--- src/rtl/pwm_drive.sv ---
// H-bridge PWM transmitter with double-buffered duty/direction and dead periods on reversal.
// Optional low-side brake on zero duty: define PWM_DRIVE_BRAKE_EN.
module pwm_drive #(
    parameter int unsigned PRESCALE     = 4,
    parameter int unsigned DEAD_PERIODS = 1
) (
    input  logic       clk,
    input  logic       reset,
    input  logic       en,
    input  logic [7:0] duty,
    input  logic       dir,
    output logic       pwm_a,
    output logic       pwm_b,
    output logic       period_start,
    output logic       busy_dead
);

    localparam int unsigned PsW   = (PRESCALE > 1) ? $clog2(PRESCALE) : 1;
    localparam int unsigned DeadW = (DEAD_PERIODS > 1) ? $clog2(DEAD_PERIODS) : 1;
    localparam logic [PsW-1:0]   PsLast   = PsW'(PRESCALE - 1);
    localparam logic [DeadW-1:0] DeadLast = DeadW'(DEAD_PERIODS - 1);

    typedef enum logic [1:0] {
        StIdle,
        StRun,
        StDead
    } state_e;

    state_e           state_q, state_d;
    logic [PsW-1:0]   ps_q, ps_d;
    logic [7:0]       cnt_q, cnt_d;
    logic [7:0]       duty_sh_q, duty_sh_d;
    logic             dir_sh_q, dir_sh_d;
    logic [DeadW-1:0] dead_q, dead_d;

    logic pwm_a_d, pwm_b_d, period_start_d, busy_dead_d;
    logic step, boundary, active, reversal, brake, first_clk;

    always_comb begin
        step      = (ps_q == PsLast);
        boundary  = step && (cnt_q == 8'hff);
        first_clk = (ps_q == '0) && (cnt_q == 8'h00);
        active    = (cnt_q < duty_sh_q);
        // A zero-duty request never needs a dead gap: neither leg will be driven.
        reversal  = (dir != dir_sh_q) && (duty != 8'h00);
`ifdef PWM_DRIVE_BRAKE_EN
        brake     = (duty_sh_q == 8'h00);
`else
        brake     = 1'b0;
`endif
    end

    // Next-state logic
    always_comb begin
        state_d   = state_q;
        ps_d      = ps_q;
        cnt_d     = cnt_q;
        duty_sh_d = duty_sh_q;
        dir_sh_d  = dir_sh_q;
        dead_d    = dead_q;

        if (!en) begin
            state_d = StIdle;
            ps_d    = '0;
            cnt_d   = 8'h00;
            dead_d  = '0;
        end else begin
            unique case (state_q)
                StIdle: begin
                    state_d   = StRun;
                    ps_d      = '0;
                    cnt_d     = 8'h00;
                    dead_d    = '0;
                    duty_sh_d = duty;
                    dir_sh_d  = dir;
                end
                StRun, StDead: begin
                    ps_d  = step ? '0 : ps_q + PsW'(1);
                    cnt_d = step ? cnt_q + 8'd1 : cnt_q;
                    if (boundary) begin
                        if (state_q == StRun) begin
                            // Shadows load now; on reversal they are held through DEAD.
                            duty_sh_d = duty;
                            dir_sh_d  = dir;
                            dead_d    = '0;
                            if (reversal) begin
                                state_d = StDead;
                            end
                        end else if (dead_q == DeadLast) begin
                            state_d = StRun;
                            dead_d  = '0;
                        end else begin
                            dead_d = dead_q + DeadW'(1);
                        end
                    end
                end
                default: begin
                    state_d = StIdle;
                end
            endcase
        end
    end

    // Output decode, registered below
    always_comb begin
        pwm_a_d        = 1'b0;
        pwm_b_d        = 1'b0;
        period_start_d = 1'b0;
        busy_dead_d    = 1'b0;

        if (en) begin
            unique case (state_q)
                StRun: begin
                    if (brake) begin
                        pwm_a_d = 1'b1;
                        pwm_b_d = 1'b1;
                    end else begin
                        pwm_a_d = active & dir_sh_q;
                        pwm_b_d = active & ~dir_sh_q;
                    end
                    period_start_d = first_clk;
                end
                StDead: begin
                    busy_dead_d    = 1'b1;
                    period_start_d = first_clk;
                end
                default: begin
                end
            endcase
        end
    end

    always_ff @(posedge clk) begin
        if (reset) begin
            state_q      <= StIdle;
            ps_q         <= '0;
            cnt_q        <= 8'h00;
            duty_sh_q    <= 8'h00;
            dir_sh_q     <= 1'b0;
            dead_q       <= '0;
            pwm_a        <= 1'b0;
            pwm_b        <= 1'b0;
            period_start <= 1'b0;
            busy_dead    <= 1'b0;
        end else begin
            state_q      <= state_d;
            ps_q         <= ps_d;
            cnt_q        <= cnt_d;
            duty_sh_q    <= duty_sh_d;
            dir_sh_q     <= dir_sh_d;
            dead_q       <= dead_d;
            pwm_a        <= pwm_a_d;
            pwm_b        <= pwm_b_d;
            period_start <= period_start_d;
            busy_dead    <= busy_dead_d;
        end
    end

endmodule

--- config.mk ---
export PLATFORM = sky130hd
export DESIGN_NAME = pwm_drive
export DESIGN_NICKNAME = d
export VERILOG_FILES = /design/src/rtl/pwm_drive.sv
export SDC_FILE = /design/constraint.sdc
export NUM_CORES = 1
export LEC_CHECK = 0
export ABC_AREA = 1
export ABC_CLOCK_PERIOD_IN_PS = 1800
export CAP_MARGIN = 20
export CORE_MARGIN = 2
export CORE_UTILIZATION = 30
export CTS_BUF_LIST = sky130_fd_sc_hd__clkbuf_8
export DETAILED_ROUTE_END_ITERATION = 8
export PLACE_DENSITY = 0.6
export SLEW_MARGIN = 25
export SYNTH_ARGS = -nofsm -noshare
export SYNTH_HDL_FRONTEND = slang
export SYNTH_SLANG_ARGS = --single-unit
--- constraint.sdc ---
create_clock -name clk -period 1.8 [get_ports clk]
set_input_delay 0.18 -clock clk [delete_from_list [all_inputs] [get_ports clk]]
set_output_delay 0.18 -clock clk [all_outputs]
set_load 0.005 [all_outputs]
Yosys cells after proc, flatten, opt, wreduce, memory -nomap -nowiden
Index checks and enable logic that the tools add are counted.
{"block": "op_classes", "n_lt_le_gt_ge": 1, "reduce_logical": 16, "bitwise": 6, "eq_ne": 10, "mux": 20, "mul": 0, "shifts": 0, "div_mod_pow": 0, "n_addsub": 3}
{"op": "$pmux 8 s2", "count": 2}
{"op": "$mux 8", "count": 3}
{"op": "$mux 2", "count": 5}
{"op": "$add 8x1->8 const B", "count": 1}
{"op": "$eq 8x8->1 const B", "count": 1}
{"op": "$logic_not 8->1", "count": 1}
{"op": "$lt 8x8->1", "count": 1}
{"op": "$pmux 2 s2", "count": 2}
{"op": "$reduce_bool 8->1", "count": 1}
{"op": "$mux 1", "count": 6}
{"op": "$ne 2x1->1 const B", "count": 3}
{"op": "$reduce_or 3->1", "count": 2}
{"op": "$eq 2x2->1 const B", "count": 2}
{"op": "$logic_not 2->1", "count": 2}
{"op": "$not 1->1", "count": 4}
{"op": "$pmux 1 s2", "count": 2}
{"op": "$reduce_and 2->1", "count": 2}
{"op": "$reduce_and 4->1", "count": 1}
{"op": "$reduce_or 2->1", "count": 2}
{"op": "$logic_and 1x1->1", "count": 3}
{"op": "$ne 3x2->1 const B", "count": 1}
{"op": "$ne 3x3->1 const B", "count": 1}
{"op": "$reduce_and 3->1", "count": 1}
{"op": "$add 2x1->2 const B", "count": 1}
{"op": "5 further kinds", "count": 6}
{"block": "word_totals", "ff_bits": 26, "ramBits": 0, "romBits": 0, "inputBits": 12, "n_memories": 0, "latch_bits": 0, "output_inout_bits": 4}

Depth between registers and ports, before layout
Gate-level depths: netlist (run 1).
{"block": "depth", "word_depth": 6, "mapped_depth": 9, "ltp_nobuf": 8}

Worst setup path before layout (run 1)
OpenSTA, ideal clock, no wires.
{"block": "synth_path", "path_type": "register to register", "from": "register state_q[0]", "to": "register cnt_q[5]", "stages_incl_launch_ff": 9, "arrival_ns": 1.477, "path_buffers": 0, "synth_period_minus_slack_ns": 1.555, "required_ns": 1.722, "path_slack_ns": 0.245, "cell_sequence": "dfxtp_1 inv_1 ha_1 nand2_1 inv_2 nor2_2 inv_2 and3_1 nor3_1"}
{"block": "synth_between", "elab_chain_cells": 4, "word_cells_on_any_way": 8}
{"element": "from (decl)", "line": "29", "text": "state_e state_q, state_d;"}
{"element": "from (signal assigned)", "line": "135", "text": "state_q <= StIdle;"}
{"element": "from (signal assigned)", "line": "146", "text": "state_q <= state_d;"}
{"element": "$eq 2x1->1 / $eq 2x2->1 (equally long branches)", "line": "68", "text": "unique case (state_q)"}
{"element": "$reduce_or 2->1 (no line)"}
{"element": "$ne 2x1->1 (no line) / $reduce_bool 2->1 (equally long branches)"}
{"element": "$reduce_and 2->1 (no line)"}
{"element": "to (signal assigned)", "line": "148", "text": "cnt_q <= cnt_d;"}
{"element": "to (decl)", "line": "31", "text": "logic [7:0] cnt_q, cnt_d;"}
Parallel ways exist; a longest one is shown, timed or not.
A chain may end at the register's enable or synchronous reset.

Worst setup path in the final report (run 1)
{"block": "layout_path", "from": "register state_q[1]", "to": "register cnt_q[4]"}
The elaborated chain is that of the path after synthesis.

==> results.md, run 1 <==
- The synthesized design contains 0 enable-type register cells.
- The die boundary width is 74.04 um.
- The signal arrival time at the worst endpoint is between 1500 and 2000 ps.
- The count of clock tree sinks is 25.
- The via count of the first global-routing pass was 1104.
- The TritonCTS clock tree is done.
- Headroom to the max-slew limit came out at 0.7875.
- Measured against the total synthesized area, the mux share comes to 0.
- The number of placement rows is 25.
- The number of cells traversed by the worst hold path is 2.
- The floorplan step defined a die boundary enclosing 5481 um^2.
- The total track usage is 0.1107.
- Of the cells placed in the final design, the portion with a size suffix greater than 1 is 0.1091.
- The number of antenna cells inserted is 0.
- The footprint of the multi-input gates is 849.6 um^2.
- Dividing the detail-routed wire length by the instance count gives between 9 and 10 um.
- Among all flip-flop cells after synthesis, the most frequent one is dfxtp_1.
- In the layout the commonest cells are nand2_1 (34), nor2_1 (27), dfxtp_1 (24).
- The share of the synthesized area in compound gates (AO/OA/AOI/OAI) is 0.1361.
- After synthesis, the cell types taking the most area are dfxtp_1 (34%), ha_1 (14%), nand2_1 (8.7%).
- Along the worst path, the maximum fanout reaches 6.
- With fillers left out, the area of the finished cells amounts to 1790 um^2.
- The count of input and output buffers is 15.
- In the synthesized netlist, the number of instances is slightly below 200.
- The final number of setup-violating endpoints is 0.
- The final HPWL from detailed placement is 2157 um.
- In this run the static leakage power is 0.7678 nW.
- Synthesis produced a netlist with a net count of 226.
- The pre-antenna-repair detailed-routing pass consisted of 4 iterations.
- The latest clock arrival within the worst-skew pair is 270 ps.
- The number of hold violations in the final report is 0.
- The residual overflow from global routing is 0.
- Of the post-synthesis cell area, the dominant cell type holds 0.3401.
- The number of levels in the clock H-tree is 1.
- The post-layout net count is 249.
- The region available for standard cell placement spans 4723 um^2.
- The run finished with clean final reports.
- The data required time of the critical path is about 2000 ps.
- The worst-case IR drop observed on VDD is 0.3246 mV.
- The initial antenna violation count was 0.
- At the end of routability-driven placement, the weighted congestion stood at 0.8783.
- After synthesis, the largest family of logic cells by area is simple AND/OR/NAND/NOR gates.
- The number of cells on the worst reg-to-reg path is 7.
- Entering global routing, the biggest net connects 23 pins.
- The sequential cells in the finished layout cover a total of 501.7 um^2.
- The worst setup path is captured at a flop.
- The via-per-instance ratio is 4.380.
- The number of different library cells used by synthesis comes to 27.
- For this run, the top clock speed supported by timing is 604.4 MHz.
- The clock tree buffer depth is 2.
- The number of ports placed on the die boundary is 16.
- The end point of the most critical hold path is duty_sh_q[6].
- The filler cells instantiated in the layout total roughly 510.
- The setup TNS after final layout is 0 ps.
- The effective utilization at floorplan is 0.3115.
- In this run the worst hold path is classified as reg2reg.
- Detailed routing inserted a total of roughly 1.3k vias.
- The simple-gate portion of the synthesized area is 0.2942.
- The worst slack on hold paths is about 490 ps.
- The number of clock buffers added by TritonCTS is 3.
- The post-synthesis instance area is roughly 1500 um^2.
- The sequential area share after synthesis is 0.3401.
- In the routed design, unresolved DRC markers number 0.
- Of the total synthesized cell area, the portion taken by full adders, half adders and majority gates is 0.1361.
- The portion of the clock cycle consumed by the worst path in the final layout is 0.9193.
- The clock transition time at the flip-flop clock pins of the worst setup and hold paths is ~90 ps.
- The post-synthesis share of cell area spent on xor and xnor gates is 0.005952.
- The detailed router finished its first iteration with 53 violations.
- After synthesis, the share of flip-flops with an asynchronous set or reset is 0.
- The root buffer cell chosen for the clock tree is clkbuf_8.
- Setup repair after global routing left no endpoint under its margin.
- From bottom edge to top edge, the die measures 74.04 um.
- On the final layout, the worst clock skew is slightly below 8 ps.
- The count of max-cap constraint violations is 0.
- During synthesis, Yosys emitted a total of 0 warnings.
- The final number of max-transition violations is 0.
- The remaining antenna violation count is 0.
- From synthesis to final layout, the design area changed by 21.68%.
- The beginning of the worst hold path is duty_sh_q[6].
- For this block, the routed nets add up to between 2000 and 3000 um of wire.
- The most common library cell in the layout ignoring fill and taps is nand2_1.
- In this run the critical register-to-register path is captured at cnt_q[4].
- The power per cell area is 745.0 nW/um^2.
- Summed over all instances, the cell type with the most area after synthesis is dfxtp_1.
- The global-route wire length before repair is 4726 um.
- In this run, synthesis produced a sequential element count of 25.
- The worst path in the final design needs a cycle of 1655 ps, including I/O delays and setup.
- The mean instance size in the synthesized netlist is 7.431 um^2.
- STA classifies the critical path startpoint as a flop.
- The worst setup path is of the reg2reg kind.
- Summing all placed instances gives a cell area of approximately 1700 um^2.
- In this run the register-to-register setup slack is between 100 and 150 ps.
- For the pin with the worst max-slew slack, the measured transition is 317.6 ps.
- The post-CTS setup buffer count is 0.
- The launch point of the worst reg-to-reg path is state_q[1].
-- cell families after synthesis --
logic type / count (synthesis)
compound gates: 35
xor+xnor: 1
fa+ha+maj: 16
buf+inv: 30
flops: 25
simple gates: 91
-- critical path: stages (launching register included) --
cell and delay [ps]:
dfxtp_1 390, inv_1 90, ha_1 360, nor2_1 310, nor2_4 90, nand2_1 70, o21ai_0 90, and3_1 150
-- through the flow --
step | total power, W | instances | util | setup slack [ps]
2_1_floorplan | 0.0009069 | 198 | - | 245.5
3_3_place_gp | 0.001008 | 283 | 0.3674 | 178.9
3_5_place_dp | 0.001012 | 283 | 0.3674 | 132.7
4_1_cts | 0.001349 | 287 | 0.3772 | 108.8
5_1_grt | 0.001430 | 287 | 0.3791 | 32.34
6_report | 0.001334 | 287 | 0.3791 | 145.3
-- cells in the mapped netlist (2+ instances only) --
master    number
o21ai_0        5
inv_1         22
nand3b_1       9
a211oi_1       4
nor2_1        28
and3_1         2
nor3_1         3
nand2_1       34
ha_1          16
nand2_2        2
buf_6          2
dfxtp_1       25
inv_2          4
nand3_1        7
a21oi_1       23
-- what timing repair did --
item | CTS | global route
resized for setup | 0 | 3
setup endpoints to repair | 0 | 2
hold buffers | 0 | 0
-- worst max path at each step --
stage | from | end | slack, ps | depth (start not counted)
2_1_floorplan | state_q[0] | cnt_q[5] | 250 | 8
3_3_place_gp | state_q[0] | cnt_q[7] | 180 | 7
3_5_place_dp | state_q[0] | cnt_q[5] | 130 | 8
4_1_cts | state_q[0] | cnt_q[5] | 110 | 8
5_1_grt | state_q[1] | cnt_q[7] | 30 | 7
6_report | state_q[1] | cnt_q[4] | 150 | 7
-- metal layers --
layer / GRT usage / wire, um / up-vias
li1: - / - / 689
met1: 0.1462 / 1359 / 539
met2: 0.1815 / 1297 / 24
met3: 0.01626 / 72 / 5
met4: 0.04444 / 44 / 0
met5: 0 / 0 / -
-- layout make-up --
class	count	area share
Multi-Input combinational cell	143	0.4745
Tap cell	67	0.04682
Clock inverter	1	0.002795
Timing Repair Buffer	21	0.1160
Inverter	27	0.05660
Clock buffer	3	0.02306
Sequential cell	25	0.2802
-- flip-flops by register name, indices dropped and copies added (netlist names) --
name,flops
busy_dead,1
cnt_q,8
dir_sh_q,1
duty_sh_q,8
period_start,1
ps_q,2
pwm_a,1
pwm_b,1
state_q,2
-- where the power goes --
| part | leakage, nW | switching [W] | internal [W] | total (W) |
|---|---|---|---|---|
| clock network | 0.0255 | 0.000176 | 0.000155 | 0.000331 |
| registers | 0.204 | 0.0000259 | 0.000596 | 0.000622 |
| logic | 0.538 | 0.000211 | 0.000170 | 0.000381 |
| total | 0.768 | 0.000413 | 0.000920 | 0.00133 |
Power figures use the tool's default switching activity.
==> inputs of run 2 (changes only) <==
--- a/config.mk
+++ b/config.mk
@@ -12,6 +12,7 @@
 export CORE_UTILIZATION = 30
 export CTS_BUF_LIST = sky130_fd_sc_hd__clkbuf_8
 export DETAILED_ROUTE_END_ITERATION = 8
+export GPL_ROUTABILITY_DRIVEN = 0
 export PLACE_DENSITY = 0.6
 export SLEW_MARGIN = 25
 export SYNTH_ARGS = -nofsm -noshare
==> results of run 2 <==
No change in the layout: final DEF, timing and power equal those of run 1.
